`src/rtl/swt16_pkg.sv`:
```
// Shared sizing and helpers for the swt16 core register file.
package swt16_pkg;

  localparam int IALU_WORD_WIDTH = 16;
  localparam int REG_IDX_WIDTH   = 4;
  localparam int NUM_REGS        = 2 ** REG_IDX_WIDTH;

  localparam logic [REG_IDX_WIDTH-1:0] REG_ZERO = '0;

  // True when an index names a real register rather than the hardwired r0.
  function automatic logic idx_live(input logic [REG_IDX_WIDTH-1:0] idx);
    return idx != REG_ZERO;
  endfunction

endpackage

```
`src/rtl/reg_scoreboard.sv`:
```
// Per-register pending bits and the decode stall decision (RAW on both read
// ports, WAW on the claimed destination). Control only, no data path.
module reg_scoreboard
  import swt16_pkg::*;
(
  input  logic                     clock,
  input  logic                     reset,
  input  logic                     wr_en,
  input  logic [REG_IDX_WIDTH-1:0] wr_idx,
  input  logic                     rd_a_en,
  input  logic [REG_IDX_WIDTH-1:0] rd_a_idx,
  input  logic                     rd_b_en,
  input  logic [REG_IDX_WIDTH-1:0] rd_b_idx,
  input  logic                     claim,
  input  logic [REG_IDX_WIDTH-1:0] claim_idx,
  output logic                     stall,
  output logic [NUM_REGS-1:0]      pending
);

  logic wr_live;
  logic hz_a;
  logic hz_b;
  logic hz_claim;
  logic claim_ok;

  // A retiring write to the same index resolves the hazard in its own cycle,
  // so each term is masked by a matching live write.
  always_comb begin
    wr_live  = wr_en && idx_live(wr_idx);
    hz_a     = rd_a_en && idx_live(rd_a_idx) && pending[rd_a_idx] &&
               !(wr_live && (wr_idx == rd_a_idx));
    hz_b     = rd_b_en && idx_live(rd_b_idx) && pending[rd_b_idx] &&
               !(wr_live && (wr_idx == rd_b_idx));
    hz_claim = claim && idx_live(claim_idx) && pending[claim_idx] &&
               !(wr_live && (wr_idx == claim_idx));
    stall    = hz_a || hz_b || hz_claim;
    claim_ok = claim && idx_live(claim_idx) && !stall;
  end

  // Clear on writeback first, then set on accepted claim so a same-index
  // claim leaves the register pending. r0 can never be set.
  always_ff @(posedge clock or posedge reset) begin
    if (reset) begin
      pending <= '0;
    end else begin
      if (wr_live)  pending[wr_idx]    <= 1'b0;
      if (claim_ok) pending[claim_idx] <= 1'b1;
    end
  end

endmodule

```
`src/rtl/regfile.sv`:
```
// swt16 general-purpose register file: 16 x 16-bit array written by
// writeback, two combinational read ports with write bypass, and a pending
// scoreboard that drives the decode stall.
module regfile
  import swt16_pkg::*;
(
  input  logic                       clock,
  input  logic                       reset,
  input  logic                       in_act_write_res_to_reg,
  input  logic [IALU_WORD_WIDTH-1:0] in_res,
  input  logic [REG_IDX_WIDTH-1:0]   in_res_reg_idx,
  input  logic                       in_rd_a_en,
  input  logic [REG_IDX_WIDTH-1:0]   in_rd_a_idx,
  input  logic                       in_rd_b_en,
  input  logic [REG_IDX_WIDTH-1:0]   in_rd_b_idx,
  output logic [IALU_WORD_WIDTH-1:0] out_rd_a_data,
  output logic [IALU_WORD_WIDTH-1:0] out_rd_b_data,
  input  logic                       in_act_claim,
  input  logic [REG_IDX_WIDTH-1:0]   in_claim_idx,
  output logic                       out_stall,
  output logic [NUM_REGS-1:0]        out_pending
);

  logic [IALU_WORD_WIDTH-1:0] regs [NUM_REGS];
  logic                       wr_live;

  assign wr_live = in_act_write_res_to_reg && idx_live(in_res_reg_idx);

  // Array update; r0 is never written so it stays at its reset value of 0.
  always_ff @(posedge clock or posedge reset) begin
    if (reset) begin
      for (int i = 0; i < NUM_REGS; i++) regs[i] <= '0;
    end else if (wr_live) begin
      regs[in_res_reg_idx] <= in_res;
    end
  end

  // Read muxes: r0 masks to zero, a same-index live write bypasses the array.
  always_comb begin
    if (!idx_live(in_rd_a_idx))
      out_rd_a_data = '0;
    else if (wr_live && (in_res_reg_idx == in_rd_a_idx))
      out_rd_a_data = in_res;
    else
      out_rd_a_data = regs[in_rd_a_idx];

    if (!idx_live(in_rd_b_idx))
      out_rd_b_data = '0;
    else if (wr_live && (in_res_reg_idx == in_rd_b_idx))
      out_rd_b_data = in_res;
    else
      out_rd_b_data = regs[in_rd_b_idx];
  end

  reg_scoreboard u_sb (
    .clock     (clock),
    .reset     (reset),
    .wr_en     (in_act_write_res_to_reg),
    .wr_idx    (in_res_reg_idx),
    .rd_a_en   (in_rd_a_en),
    .rd_a_idx  (in_rd_a_idx),
    .rd_b_en   (in_rd_b_en),
    .rd_b_idx  (in_rd_b_idx),
    .claim     (in_act_claim),
    .claim_idx (in_claim_idx),
    .stall     (out_stall),
    .pending   (out_pending)
  );

endmodule
```
`config.mk`:
```
export PLATFORM = sky130hd
export DESIGN_NAME = regfile
export DESIGN_NICKNAME = d
export VERILOG_FILES = /design/src/rtl/swt16_pkg.sv /design/src/rtl/reg_scoreboard.sv /design/src/rtl/regfile.sv
export SDC_FILE = /design/constraint.sdc
export NUM_CORES = 1
export LEC_CHECK = 0
export CAP_MARGIN = 0
export CORE_ASPECT_RATIO = 2
export CORE_UTILIZATION = 65
export CTS_BUF_LIST = sky130_fd_sc_hd__clkbuf_2
export CTS_CLUSTER_DIAMETER = 50
export CTS_CLUSTER_SIZE = 25
export DETAILED_ROUTE_END_ITERATION = 8
export PLACE_DENSITY = 0.84
export SLEW_MARGIN = 40
export SYNTH_ARGS = -nofsm -noshare
export SYNTH_HDL_FRONTEND = slang
export SYNTH_SLANG_ARGS = --single-unit
```
`constraint.sdc`:
```
create_clock -name clock -period 22.3 [get_ports clock]
set_input_delay 4.46 -clock clock [delete_from_list [all_inputs] [get_ports clock]]
set_output_delay 4.46 -clock clock [all_outputs]
set_load 0.01 [all_outputs]
```
==> results of run 1 <==
[layout make-up]
cell class | instances | area, um2
Antenna cell | 1 | 2.502
Clock buffer | 18 | 90.09
Clock inverter | 10 | 168.9
Fill cell | 1510 | 6721
Inverter | 3 | 23.77
Multi-Input combinational cell | 594 | 7934
Sequential cell | 272 | 6807
Tap cell | 283 | 354.1
Timing Repair Buffer | 117 | 1127
[worst max-delay path by stage]
stage | from | to | slack (ns)
global route | in_rd_a_idx[0] | out_stall | 9.64
floorplan | reset | regs[0]$_DFFE_PP0P_ | 10.34
detailed placement | in_rd_a_idx[0] | out_stall | 9.77
CTS | in_rd_a_idx[0] | out_stall | 9.76
finish | in_rd_a_idx[0] | out_stall | 9.86
global placement | in_rd_a_idx[0] | out_stall | 9.73
[where the power goes]
| part | total (uW) | internal [uW] | switching (uW) |
|---|---|---|---|
| combinational | 424 | 271 | 153 |
| clock | 236 | 66.4 | 170 |
| sequential | 691 | 603 | 87.8 |
| total | 1350 | 940 | 411 |
[cell families after synthesis]
logic type / synth area share, %
xor gates and xnor gates: 0.6862
DFF: 44.44
AOI/OAI and AO/OA: 2.149
buffers and inverters: 4.068
and+or+nand+nor: 3.398
muxes: 45.26
[layer usage]
| metal | GRT usage [%] | up-vias | wire (um) |
|---|---|---|---|
| met1 | 38.86 | 5051 | 13430 |
| li1 | - | 3846 | - |
| met4 | 16.80 | 2 | 1755 |
| met3 | 3.811 | 126 | 1958 |
| met2 | 57.29 | 391 | 20450 |
| met5 | 0 | - | 13 |
[flip-flops by register name, summed over array words and instances (netlist names)]
| signal | count |
|---|---|
| regs | 256 |
| u_sb.pending | 16 |
[cell usage in the layout, fill, tap and decap left out, drive strengths merged, types with 7 or more instances in the layout]
| cell type | count |
|---|---|
| inv | 7 |
| nor2b | 9 |
| clkbuf | 18 |
| nor2 | 45 |
| mux4 | 170 |
| nand2 | 8 |
| clkdlybuf4s50 | 80 |
| o21ai | 13 |
| nand3 | 9 |
| nand2b | 7 |
| dfrtp | 272 |
| mux2 | 242 |
| buf | 37 |
| xnor2 | 12 |
| o31ai | 13 |
| nand4 | 9 |
| mux2i | 34 |
[per-stage QoR]
stage	hold WS, ns	instance area (um2)	utilization, %	total power, uW	setup slack, ns
2_1_floorplan	0.4385	15320	-	978.4	10.34
3_3_place_gp	0.3763	16160	69.59	1098	9.734
3_5_place_dp	0.3845	16210	69.79	1119	9.767
4_1_cts	0.4450	16470	70.90	1354	9.760
5_1_grt	0.4552	16510	71.06	1412	9.640
6_report	0.4448	16510	71.06	1351	9.859
[cell usage after synthesis]
master	n	area, um2
o31ai_2	9	112.6
inv_1	3	11.26
o32ai_4	1	27.53
buf_4	5	37.54
nor2b_1	9	56.30
mux2i_1	34	340.3
nand4_1	9	56.30
buf_12	3	60.06
buf_8	1	15.01
clkbuf_1	50	187.7
a2111oi_0	2	17.52
mux4_1	10	262.8
dfrtp_1	272	6807
and3_1	2	12.51
o32ai_1	1	8.760
a21boi_2	1	11.26
or3_1	3	18.77
mux2_2	242	2725
nand2_1	8	30.03
buf_2	36	180.2
o41ai_1	1	8.760
o21ai_0	12	60.06
nor4_2	2	25.02
a22oi_1	1	7.510
mux4_2	160	3603
nand2b_1	7	43.79
buf_6	10	112.6
buf_1	5	18.77
nor3b_1	1	7.510
or2_1	1	6.260
nand3_1	9	45.04
nor2_1	43	161.4
and4_1	1	8.760
o41ai_2	1	16.27
o21ai_2	1	8.760
nor4_4	1	21.27
nand3b_1	2	15.01
o32a_1	2	20.02
o31ai_1	4	30.03
nor2_2	2	12.51
xnor2_1	12	105.1
==> qor.txt, run 1 <==
port bufs = 86
Syn Area/Cell = 15.64 um2
Syn Inst Count = 979
Routed WL per cell = 28.97 um
Routed Antenna Nets = 0
worst r2r dst = u_sb.pending[3]$_DFF_PP0_
Via density = 7.254
Critical Path, Cell by Cell = buf_4, buf_4, buf_12, xnor2_1, nand4_1, nor2_2, buf_4, o32ai_4, buf_6, or2_1, clkdlybuf4s50_1
first-pass GRT wire length = 58470 um
critical path endpoint category = primary output
required time of the worst setup path = 17.84 ns
startpoint types = input port
pin count of the biggest net entering global routing = 150
outcome = finished clean
Synth Register Bits = 272
post_cts resized = 0
final net count = 1043
final non-filler cell total = 1298
fin. max-slew vios = 0
Global Route Usage Sum = 32.30%
Die Footprint = 0.02422 mm2
WHS Path Cells = 0
layout cell share with drive strength beyond 1 = 48.82%
slowest stage delay, CP = 0.57 ns
RSZ-0062 raised after global routing = false
hpwl dp = 22670 um
CTS Sinks = 272
CTS Buf Count = 17
Critical Path Fanout Max = 32
Synth cell types = 41
routability cong. = 0.9379
HP Start = regs[245]$_DFFE_PP0P_
die height = 219.1 um
Slowest-stage cell, CP = nor2_2
antenna violations before repair = 2
leakage power = 0.006601 uW
Largest delay share family, worst path = buffers and inverters
WP buf/inv = 6
TritonCTS clock tree = built
Residual DRC = 0
grt total ovfl = 0
kind of critical path = input port to primary output
Hold Fails Final Rpt = 0
PD cells = 81.82 mW/mm2
final setup vio count = 0
Worst Path Arrival = 7.98 ns
drt initial violations = 682
Die W = 110.5 um
HP Class = flip-flop to flip-flop
Max Cap Viol = 0
Clock Tree Buf Depth = 3
Routed WL = 37610 um
crit path time final = 12.44 ns
# IOs = 87
setup TNS = 0 ns
reg2reg start = u_sb.pending[9]$_DFF_PP0_
number of stages on the worst setup path = 11
via count = 9416
worst rel slew slack = 46.26%
Skew-Pair Late Insertion Delay = 0.96 ns
period utilization = 55.79%
clk slew on worst S/H paths = 0.39 ns
reg-to-reg slack, setup = 20.14 ns
Max IR drop VDD = 0.00006780 V
measured slew at the worst slew-check pin = 0.8001 ns
Final Skew = 0.05693 ns
synthesized area = 0.01532 mm2
# hold bufs at CTS = 0
Top cell by count, worst path = buf_4
placed insts = 1267
Initial Util = 65.94%
count of buffers added by post-CTS timing repair for setup = 0
Ys Warns = 0
sequential share of the synthesized area = 44.44%
FF-to-FF path depth = 6
drt pass-1 iters = 6
syn_nets = 1017
vias in the first global route = 10088
root buf cell = clkbuf_2
H-Tree Depth = 1
Fmax = 80.38 MHz
Worst Hold End = regs[245]$_DFFE_PP0P_
Area growth syn-to-layout = 7.777%
Placeable Area = 0.02323 mm2
row cnt = 79
(Power assumes the default switching activity.)
==> inputs of run 2 (changes only) <==
--- a/config.mk
+++ b/config.mk
@@ -7,12 +7,12 @@
 export LEC_CHECK = 0
 export CAP_MARGIN = 0
 export CORE_ASPECT_RATIO = 2
-export CORE_UTILIZATION = 65
+export CORE_UTILIZATION = 56
 export CTS_BUF_LIST = sky130_fd_sc_hd__clkbuf_2
 export CTS_CLUSTER_DIAMETER = 50
 export CTS_CLUSTER_SIZE = 25
 export DETAILED_ROUTE_END_ITERATION = 8
-export PLACE_DENSITY = 0.84
+export PLACE_DENSITY = 0.76
 export SLEW_MARGIN = 40
 export SYNTH_ARGS = -nofsm -noshare
 export SYNTH_HDL_FRONTEND = slang
==> constraint.sdc (replaced) <==
create_clock -name clock -period 11.35 [get_ports clock]
set_input_delay 2.27 -clock clock [delete_from_list [all_inputs] [get_ports clock]]
set_output_delay 2.27 -clock clock [all_outputs]
set_load 0.01 [all_outputs]
==> qor.txt, run 2 (synthesized netlist as in run 1, its figures left out) <==
outcome = finished clean (unchanged)
antenna violations before repair = 2 (unchanged)
hold_ws = 0.4385 ns (was 0.4448 ns)
worst r2r dst = u_sb.pending[1]$_DFF_PP0_ (was u_sb.pending[3]$_DFF_PP0_)
Initial Util = 56.92% (was 65.94%)
Tot Pwr = 2609 uW (was 1351 uW)
RSZ-0062 raised after global routing = false (unchanged)
Routed WL = 39020 um (was 37610 um)
root buf cell = clkbuf_2 (unchanged)
layout cell share with drive strength beyond 1 = 48.71% (was 48.82%)
Largest delay share family, worst path = buffers and inverters (unchanged)
Worst Setup Slack, final = 3.430 ns (was 9.859 ns)
die height = 235.9 um (was 219.1 um)
area of the multi-input gates = 0.007939 mm2 (was 0.007934 mm2)
final setup vio count = 0 (unchanged)
routability cong. = 0.8433 (was 0.9379)
first-pass GRT wire length = 61740 um (was 58470 um)
reg2reg start = u_sb.pending[9]$_DFF_PP0_ (unchanged)
period utilization = 69.78%
Most flops, register = regs (unchanged)
number of flip-flops in the largest register = 256 (unchanged)
drt pass-1 iters = 5 (was 6)
HP Class = flip-flop to flip-flop (unchanged)
Top cell by count, worst path = buf_4 (unchanged)
fin. max-slew vios = 0 (unchanged)
setup TNS = 0 ns (unchanged)
slowest stage delay, CP = 0.79 ns (was 0.57 ns)
hpwl dp = 23570 um (was 22670 um)
final net count = 1040 (was 1043)
Critical Path, Cell by Cell = buf_4, buf_4, mux4_2, nor2b_1, o32a_1, o32ai_4, or2_1, clkdlybuf4s50_1 (was buf_4, buf_4, buf_12, xnor2_1, nand4_1, nor2_2, buf_4, o32ai_4, buf_6, or2_1, clkdlybuf4s50_1)
Area growth syn-to-layout = 8.087% (was 7.777%)
WHS Path Cells = 0 (unchanged)
measured slew at the worst slew-check pin = 0.8788 ns (was 0.8001 ns)
Skew-Pair Late Insertion Delay = 0.98 ns (was 0.96 ns)
Placeable Area = 0.02691 mm2 (was 0.02323 mm2)
Die W = 118.9 um (was 110.5 um)
port bufs = 86 (unchanged)
via count = 9389 (was 9416)
Post-Route Utilization = 61.53% (was 71.06%)
Slowest-stage cell, CP = o32ai_4 (was nor2_2)
PD cells = 157.6 mW/mm2 (was 81.82 mW/mm2)
post_cts resized = 0 (unchanged)
Die Footprint = 0.02806 mm2 (was 0.02422 mm2)
Fmax = 126.3 MHz
Max Cap Viol = 0 (unchanged)
reg-to-reg slack, setup = 8.82 ns (was 20.14 ns)
pin count of the biggest net entering global routing = 107 (was 150)
TritonCTS clock tree = built (unchanged)
crit path time final = 7.920 ns
vias in the first global route = 10071 (was 10088)
WP buf/inv = 3 (was 6)
CTS Sinks = 272 (unchanged)
Residual DRC = 0 (unchanged)
required time of the worst setup path = 9.08 ns (was 17.84 ns)
Critical Path Fanout Max = 49 (was 32)
startpoint types = input port (unchanged)
Hold Fails Final Rpt = 0 (unchanged)
count of buffers added by post-CTS timing repair for setup = 0 (unchanged)
row cnt = 85 (was 79)
kind of critical path = input port to primary output (unchanged)
# hold bufs at CTS = 0 (unchanged)
HP Start = regs[242]$_DFFE_PP0P_ (was regs[245]$_DFFE_PP0P_)
H-Tree Depth = 1 (unchanged)
Max IR drop VDD = 0.0001000 V (was 0.00006780 V)
Via density = 6.909 (was 7.254)
DP Worst Slack = 3.455 ns (was 9.767 ns)
Routed WL per cell = 28.71 um (was 28.97 um)
Worst Path Arrival = 5.65 ns (was 7.98 ns)
Worst Hold End = regs[242]$_DFFE_PP0P_ (was regs[245]$_DFFE_PP0P_)
CTS Buf Count = 16 (was 17)
# IOs = 87 (unchanged)
fill cell count = 2029 (was 1510)
worst rel slew slack = 41.41% (was 46.26%)
Final Skew = 0.1447 ns (was 0.05693 ns)
leakage power = 0.006582 uW (was 0.006601 uW)
commonest non-fill, non-tap cells in the layout = dfrtp_1, mux2_2, mux4_2 (unchanged)
Global Route Usage Sum = 29.52% (was 32.30%)
Clock Tree Buf Depth = 3 (unchanged)
clk slew on worst S/H paths = 0.34 ns (was 0.39 ns)
critical path endpoint category = primary output (unchanged)
Routed Antenna Nets = 0 (unchanged)
Largest regs = regs x256, u_sb.pending x16 (unchanged)
FF-to-FF path depth = 5 (was 6)
drt initial violations = 859 (was 682)
grt total ovfl = 0 (unchanged)
commonest non-fill, non-tap cell in the layout = dfrtp_1 (unchanged)
Storage cell area = 0.006807 mm2 (unchanged)
-- run 2: worst reg2reg max path, cell delays in order, from the launching register on --
cell	delay, ns
dfrtp_1	0.56
mux4_2	0.27
nor2b_1	0.05
o32a_1	0.38
o32ai_4	0.79
o31ai_1	0.23
-- run 2: power by group --
part / total, uW / switching (uW) / internal [uW]
clock network: 421 / 319 / 102
logic: 834 / 303 / 531
registers: 1350 / 170 / 1190
total: 2610 / 791 / 1820
-- run 2: worst max-delay path by stage --
stage / cells after the start / endpoint / slack, ns / startpoint
2_1_floorplan: 1 / regs[0]$_DFFE_PP0P_ / 1.58 / reset
3_3_place_gp: 8 / out_stall / 3.35 / in_rd_b_idx[1]
3_5_place_dp: 8 / out_stall / 3.46 / in_rd_a_idx[1]
4_1_cts: 8 / out_stall / 3.46 / in_rd_a_idx[1]
5_1_grt: 8 / out_stall / 3.37 / in_rd_a_idx[1]
6_report: 8 / out_stall / 3.43 / in_rd_a_idx[1]
-- run 2: final cells by class --
class                           count  share of cell area, %
Timing Repair Buffer              115                  6.908
Inverter                            3                 0.1134
Tap cell                          348                  2.630
Sequential cell                   272                  41.12
Antenna cell                        1                0.01512
Clock buffer                       19                 0.5744
Clock inverter                      7                 0.6878
Multi-Input combinational cell    594                  47.96
-- run 2: metal layers --
layer | track usage (%) | part of all wire [%] | wire (um) | vias to the layer above
li1 | - | - | - | 3846
met1 | 39.01 | 39 | 15350 | 5095
met2 | 49.83 | 52 | 20160 | 348
met3 | 3.288 | 4.8 | 1879 | 98
met4 | 12.16 | 4.1 | 1619 | 2
met5 | 0 | 0.026 | 10 | -
-- run 2: metrics by stage --
step	area, um2	std cells
final	16550	1359
after global routing	16550	1359
after CTS	16530	1357
after detailed placement	16320	1331
after global placement	16230	1327
after floorplan	15320	979
